### config.mk
export PLATFORM = sky130hd
export DESIGN_NAME = lsu_mem_req_bridge
export DESIGN_NICKNAME = d
export VERILOG_FILES = /design/src/rtl/lsu_mem_req_bridge.sv
export SDC_FILE = /design/constraint.sdc
export NUM_CORES = 1
export LEC_CHECK = 0
export ABC_AREA = 1
export CORE_AREA = 5 5 176 178
export CTS_BUF_LIST = sky130_fd_sc_hd__clkbuf_2
export DETAILED_ROUTE_END_ITERATION = 10
export DIE_AREA = 0 0 181 183
export SYNTH_ARGS = -nofsm -noshare
export SYNTH_HDL_FRONTEND = slang
export SYNTH_SLANG_ARGS = --single-unit
### constraint.sdc
create_clock -name clk -period 1.76 [get_ports clk]
set_clock_uncertainty 0.15 [all_clocks]
set_input_delay 0.264 -clock clk [delete_from_list [all_inputs] [get_ports clk]]
set_output_delay 0.264 -clock clk [all_outputs]
set_load 0.01 [all_outputs]
### src/rtl/lsu_mem_req_bridge.sv
// Single-outstanding bridge from the LSU request channel to the 2R1W data port:
// natural-alignment check, write strobes, 1-cycle read capture, tagged response.
module lsu_mem_req_bridge #(
    parameter int LSU_ADDR_WIDTH = 56,
    parameter int LSU_DATA_WIDTH = 64,
    parameter int TAG_WIDTH      = 4
) (
    input  logic                        clk,
    input  logic                        rst,
    input  logic                        req_valid,
    output logic                        req_ready,
    input  logic                        req_is_store,
    input  logic [LSU_ADDR_WIDTH-1:0]   req_addr,
    input  logic [1:0]                  req_size,
    input  logic                        req_unsign,
    input  logic [LSU_DATA_WIDTH-1:0]   req_wdata,
    input  logic [TAG_WIDTH-1:0]        req_tag,
    output logic [LSU_DATA_WIDTH/8-1:0] mem_we,
    output logic [LSU_DATA_WIDTH-1:0]   mem_din,
    output logic [LSU_ADDR_WIDTH-1:0]   mem_waddr,
    output logic [LSU_ADDR_WIDTH-1:0]   mem_raddr,
    output logic [1:0]                  mem_rsize,
    output logic                        mem_unsign,
    input  logic [LSU_DATA_WIDTH-1:0]   mem_dout,
    output logic                        resp_valid,
    input  logic                        resp_ready,
    output logic [LSU_DATA_WIDTH-1:0]   resp_data,
    output logic [TAG_WIDTH-1:0]        resp_tag,
    output logic                        resp_is_store,
    output logic                        resp_misalign
);

    localparam int STRB_W = LSU_DATA_WIDTH / 8;

    typedef enum logic [1:0] {
        IDLE,
        ISSUE,
        CAPT,
        RESP
    } state_t;

    state_t state, state_nxt;
    logic   accept;
    logic   req_misalign;

    logic                      is_store_p0;
    logic [LSU_ADDR_WIDTH-1:0] addr_p0;
    logic [1:0]                size_p0;
    logic                      unsign_p0;
    logic [LSU_DATA_WIDTH-1:0] wdata_p0;
    logic [TAG_WIDTH-1:0]      tag_p0;
    logic                      misalign_p0;
    logic [LSU_DATA_WIDTH-1:0] resp_data_p1;

    // Byte strobe covering 1 << size bytes, low-justified.
    function automatic logic [STRB_W-1:0] size_strobe(input logic [1:0] size);
        logic [STRB_W-1:0] strb;
        strb = '0;
        for (int i = 0; i < STRB_W; i++) begin
            if (i < (1 << size)) begin
                strb[i] = 1'b1;
            end
        end
        return strb;
    endfunction

    function automatic logic is_misaligned(input logic [1:0] size, input logic [2:0] lo);
        logic mis;
        case (size)
            2'd1:    mis = lo[0];
            2'd2:    mis = |lo[1:0];
            2'd3:    mis = |lo;
            default: mis = 1'b0;
        endcase
        return mis;
    endfunction

    assign req_misalign = is_misaligned(req_size, req_addr[2:0]);

    always_ff @(posedge clk) begin
        if (rst) begin
            state <= IDLE;
        end else begin
            state <= state_nxt;
        end
    end

    always_comb begin
        state_nxt  = state;
        req_ready  = 1'b0;
        accept     = 1'b0;
        resp_valid = 1'b0;
        mem_we     = '0;
        case (state)
            IDLE: begin
                req_ready = !rst;
                accept    = req_valid && !rst;
                if (accept) begin
                    state_nxt = req_misalign ? RESP : ISSUE;
                end
            end
            ISSUE: begin
                // Reset landing on ISSUE must suppress the write outright.
                if (is_store_p0 && !rst) begin
                    mem_we = size_strobe(size_p0);
                end
                state_nxt = is_store_p0 ? RESP : CAPT;
            end
            CAPT: begin
                state_nxt = RESP;
            end
            RESP: begin
                resp_valid = 1'b1;
                if (resp_ready) begin
                    state_nxt = IDLE;
                end
            end
            default: begin
                state_nxt = IDLE;
            end
        endcase
    end

    // p0: request capture on accept
    always_ff @(posedge clk) begin
        if (rst) begin
            is_store_p0 <= 1'b0;
            addr_p0     <= '0;
            size_p0     <= '0;
            unsign_p0   <= 1'b0;
            wdata_p0    <= '0;
            tag_p0      <= '0;
            misalign_p0 <= 1'b0;
        end else if (accept) begin
            is_store_p0 <= req_is_store;
            addr_p0     <= req_addr;
            size_p0     <= req_size;
            unsign_p0   <= req_unsign;
            wdata_p0    <= req_wdata;
            tag_p0      <= req_tag;
            misalign_p0 <= req_misalign;
        end
    end

    // p1: response data, cleared on accept so stores and errors return 0
    always_ff @(posedge clk) begin
        if (rst) begin
            resp_data_p1 <= '0;
        end else if (accept) begin
            resp_data_p1 <= '0;
        end else if (state == CAPT) begin
            resp_data_p1 <= mem_dout;
        end
    end

    assign mem_din       = wdata_p0;
    assign mem_waddr     = addr_p0;
    assign mem_raddr     = addr_p0;
    assign mem_rsize     = size_p0;
    assign mem_unsign    = unsign_p0;
    assign resp_data     = resp_data_p1;
    assign resp_tag      = tag_p0;
    assign resp_is_store = is_store_p0;
    assign resp_misalign = misalign_p0;

endmodule

Word-level counts from Yosys, hierarchy flattened

Index checks and enable logic that the tools add are counted.

$lt $le $gt $ge: 8
Equal/unequal tests: 8
Shift operators: 1
Mux-type cells: 19
Reduce and logical (&&, ||, !) cells: 8

Operator list:

| cell                   | count |
|---|---|
| $lt A4 B32 Y1 const A  | 4 |
| $lt A3 B32 Y1 const A  | 2 |
| $lt A1 B32 Y1 const A  | 1 |
| $lt A2 B32 Y1 const A  | 1 |
| $shl A1 B2 Y32 const A | 1 |
| $mux W8                | 2 |
| $mux W1                | 12 |
| $eq A2 B2 Y1 const B   | 4 |
| $pmux W2 S4            | 1 |
| $mux W2                | 3 |
| $eq A2 B1 Y1 const B   | 2 |
| $ne A2 B2 Y1 const B   | 2 |
| $reduce_or A2 Y1       | 2 |
| $pmux W1 S3            | 1 |
| $reduce_or A3 Y1       | 1 |
| $logic_and A1 B1 Y1    | 2 |
| $logic_not A2 Y1       | 1 |
| $reduce_and A2 Y1      | 1 |
| $logic_not A1 Y1       | 1 |

Register bits after elaboration: 195
Input port bits: 196
Output and inout bits: 259

Longest topological paths before layout

Depth after elaboration: 5
Mapped depth: 9

Worst setup path after synthesis

No wires, ideal clock.

Path type: reg2out
Start: register state[1]
End: output mem_we[5]
Arrival time: 1.369 ns
Data required time: 1.346 ns
Setup slack: -0.023 ns
Stages on the path, launching flop included: 6
Path buffers: 1
Cell sequence: dfxtp_1 > inv_1 > ha_1 > nand3_1 > nor3_1 > buf_4

Longest elaborated chain between the ends: 2

Ends and longest elaborated chain:

| what                     | RTL line | RTL |
|---|---|---|
| start: declaration       | 42       | `state_t state, state_nxt;` |
| start signal: assignment | 84       | `state <= state_nxt;` |
| $eq A2 B1 Y1             | 94       | `case (state)` |
| $mux W8                  | 94       |  |
| end: declaration         | 18       | `output logic [LSU_DATA_WIDTH/8-1:0] mem_we,` |

No other way between the ends.

Final worst setup path

Start: register state[0]
End: output mem_we[1]

The elaborated chain is that of the path after synthesis.

==> flow_summary.yaml <==
synthesis:
  synth_compound_area_share_pct: 0.400
  ys_types: 16
  syn_inst: 919
  ys_seq_elements: 195
  synth_fa_ha_area_share_pct: 0.834
  ys_warn_count: 0
  synth_top_area_share_pct: 52.1
  synth_xor_area_share_pct: 0
  yosys.area_share.simple_pct: 23.9
  syn_area_per_cell_um2: 8.16
  yosysSeqAreaShare_pct: 52.1
  synth_area_leader_cell: "dfxtp_1"
  syn_nets: 1120
  ys_top_cells_by_area: "dfxtp_1 (52%), nand2_1 (23%), mux2_2 (9.6%)"
  synth_top_family_by_area: "simple AND/OR/NAND/NOR gates"
  synth_area_um2: 7500
  muxShareOfSynthArea_pct: 9.61
cells_and_area:
  final_cell_mix: "nand2_1 (371), buf_6 (340), clkdlybuf4s50_1 (195)"
  n_fill_cell: 2232
  postLayoutCoreUtil_pct: 60.9
  nets: 1895
  final_common_cell: "nand2_1"
  syn_to_final_growth_pct: 138
  layout-drive-gt1-share_pct: 50.9
sta:
  fmax_mhz: 431
  slew_headroom_pct: 68.1
  rsz0062_at_grt: "yes"
  worst_pin_slew_ns: 0.478
  setup_viol: 270
  worst_slack_ns: -0.560
  slew_viol_final: 0
  layout_min_cycle_time_ns: 2.32
  period_share_pct: 132
  hold_viol: 0
  setup_tns_ns: -41.46
die:
  rows: 63
  die_y_um: 183
  dieWidth_um: 181
  die_area_um2: 33100
  io_pins: 455
  start_util_pct: 25.6
  core_area_um2: 29200
min_path:
  hold_class: "in2reg"
run_status:
  violations: "negative setup slack"
  outcome: "finished with violations"
setup_path:
  end_kind: "output port"
  required_ns: 1.35
  crit_fanout: 4
  cp-start-kind: "register"
  arrival_ns: 1.91
  critPathKind: "reg2out"
global_routing:
  grt_max_degree: 40
  grt_pass1_wl_um: 48700
  grt_pass1_vias: 9028
  globalRouteTotalUtil_pct: 18.3
  grt_overflow: 0
  antenna_found_initial: 1
placed_design:
  port_buffers: 454
  place_congestion: 0.802
  hpwl_um: 19500
run:
  drv_cap: 0
detailed_routing:
  drt_iter0_drc: 283
  vias_per_cell: 4.18
  vias: 8761
  ant_nets: 0
  drc: 0
  wl_per_cell_um: 16.9
  firstDrtPassIters: 5
  routed_wl_um: 35400
power:
  p_sw_mw: 5.95
  swShare_pct: 33.3
  vdd_drop_max_uv: 565
  combPwrFrac_pct: 53.4
  clkPwrFrac_pct: 12.1
  p_per_area_nw_per_um2: 1000
  power_leakage_nw: 8.78
  internal_power_mw: 11.9
  power_frac_seq_pct: 34.5
cts:
  cts-root-buf: "clkbuf_2"
  htreeDepth: 4
  cts_inserted_buffers: 17
  tritoncts: "done"
  path_clk_slew_ns: 0.28
  clk_latency_ns: 0.76
  clock_tree.buffer_depth: 2
  cts.sink_count: 195
==> area by class of cell <==
class | count | area [µm²] | area share [%]
timing repair buffer | 857 | 9520 | 53.4
sequential | 195 | 4190 | 23.5
multi-input combinational | 547 | 3120 | 17.5
tap | 390 | 488 | 2.74
inverter | 76 | 300 | 1.69
clock inverter | 13 | 111 | 0.625
clock buffer | 18 | 90.1 | 0.506
antenna | 1 | 2.50 | 0.0140
==> power by group through the flow <==
stage	combinational [mW]	clock (mW)	sequential [mW]
2_1_floorplan	2.38	0	6.18
3_3_place_gp	5.87	0	5.85
3_5_place_dp	5.88	0	5.88
4_1_cts	8.29	2.27	6.11
5_1_grt	10.1	2.41	6.26
6_report	9.55	2.16	6.17
==> timing repair <==
item                                    CTS  global route
setup endpoints to repair               379           445
hold buffers                            194             0
pin swaps                                 3            21
gates cloned                              6            22
resized for setup                      1657           198
setup buffers                            91            67
endpoints found under the hold margin   195             0
==> worst max-delay path, stage by stage, from the launching register on <==
cell	delay (ns)
dfxtp_2	0.40
buf_6	0.10
ha_4	0.14
nand3_4	0.09
buf_6	0.15
a21oi_2	0.11
buf_2	0.15
==> per-layer routing <==
layer	vias up	global-route usage [%]	wire length, µm
li1	4261	-	-
met1	4085	20.1	13800
met2	362	33.4	18100
met3	53	5.26	2450
met4	0	7.05	990
met5	-	0	0
==> logic make-up after synthesis <==
logic type      after synthesis
mux                          64
buf+inv                     177
simple gates                472
flops                       195
fa+ha+maj                     5
compound gates                6
==> path summary, 6_finish.rpt <==
kind,depth (start not counted),endpoint,startpoint,slack (ns)
worst min register to register,2,mem_din[17],mem_din[17],0.32
worst max register to register,11,resp_data[7],state[0],-0.24
worst min-delay path,6,state[0],resp_ready,0.15
worst max-delay path,6,mem_we[1],state[0],-0.56
==> synth_stat cells (all sizes together) <==
master and number:
nor2 7, nand3b 1, nand3 2, inv 76, nand2 461, mux2 64, a21oi 3, dfxtp 195
clkbuf 1, ha 5, buf 100, nor3 1, o21ai 3
==> flip-flops by register name, indices dropped and copies added, names as in the netlist <==
| name | cells |
|---|---|
| resp_tag | 4 |
| mem_raddr | 56 |
| state | 2 |
| mem_rsize | 2 |
| resp_data | 64 |
| resp_is_store | 1 |
| mem_unsign | 1 |
| mem_din | 64 |
| resp_misalign | 1 |
==> per-stage QoR <==
stage                     setup WS (ns)  std cells  total power, mW  hold slack (ns)  cell area [µm²]
after floorplan                   0.119        919             8.56            0.183             7500
after global placement           -0.447       1709             11.7            0.277            12400
after detailed placement         -0.488       1709             11.8            0.282            12400
after CTS                        -0.669       2031             16.7          0.00555            16400
after global routing             -0.730       2097             18.8            0.104            17800
final                            -0.560       2097             17.9            0.148            17800
Note: power is estimated with default switching activity, not from simulation.
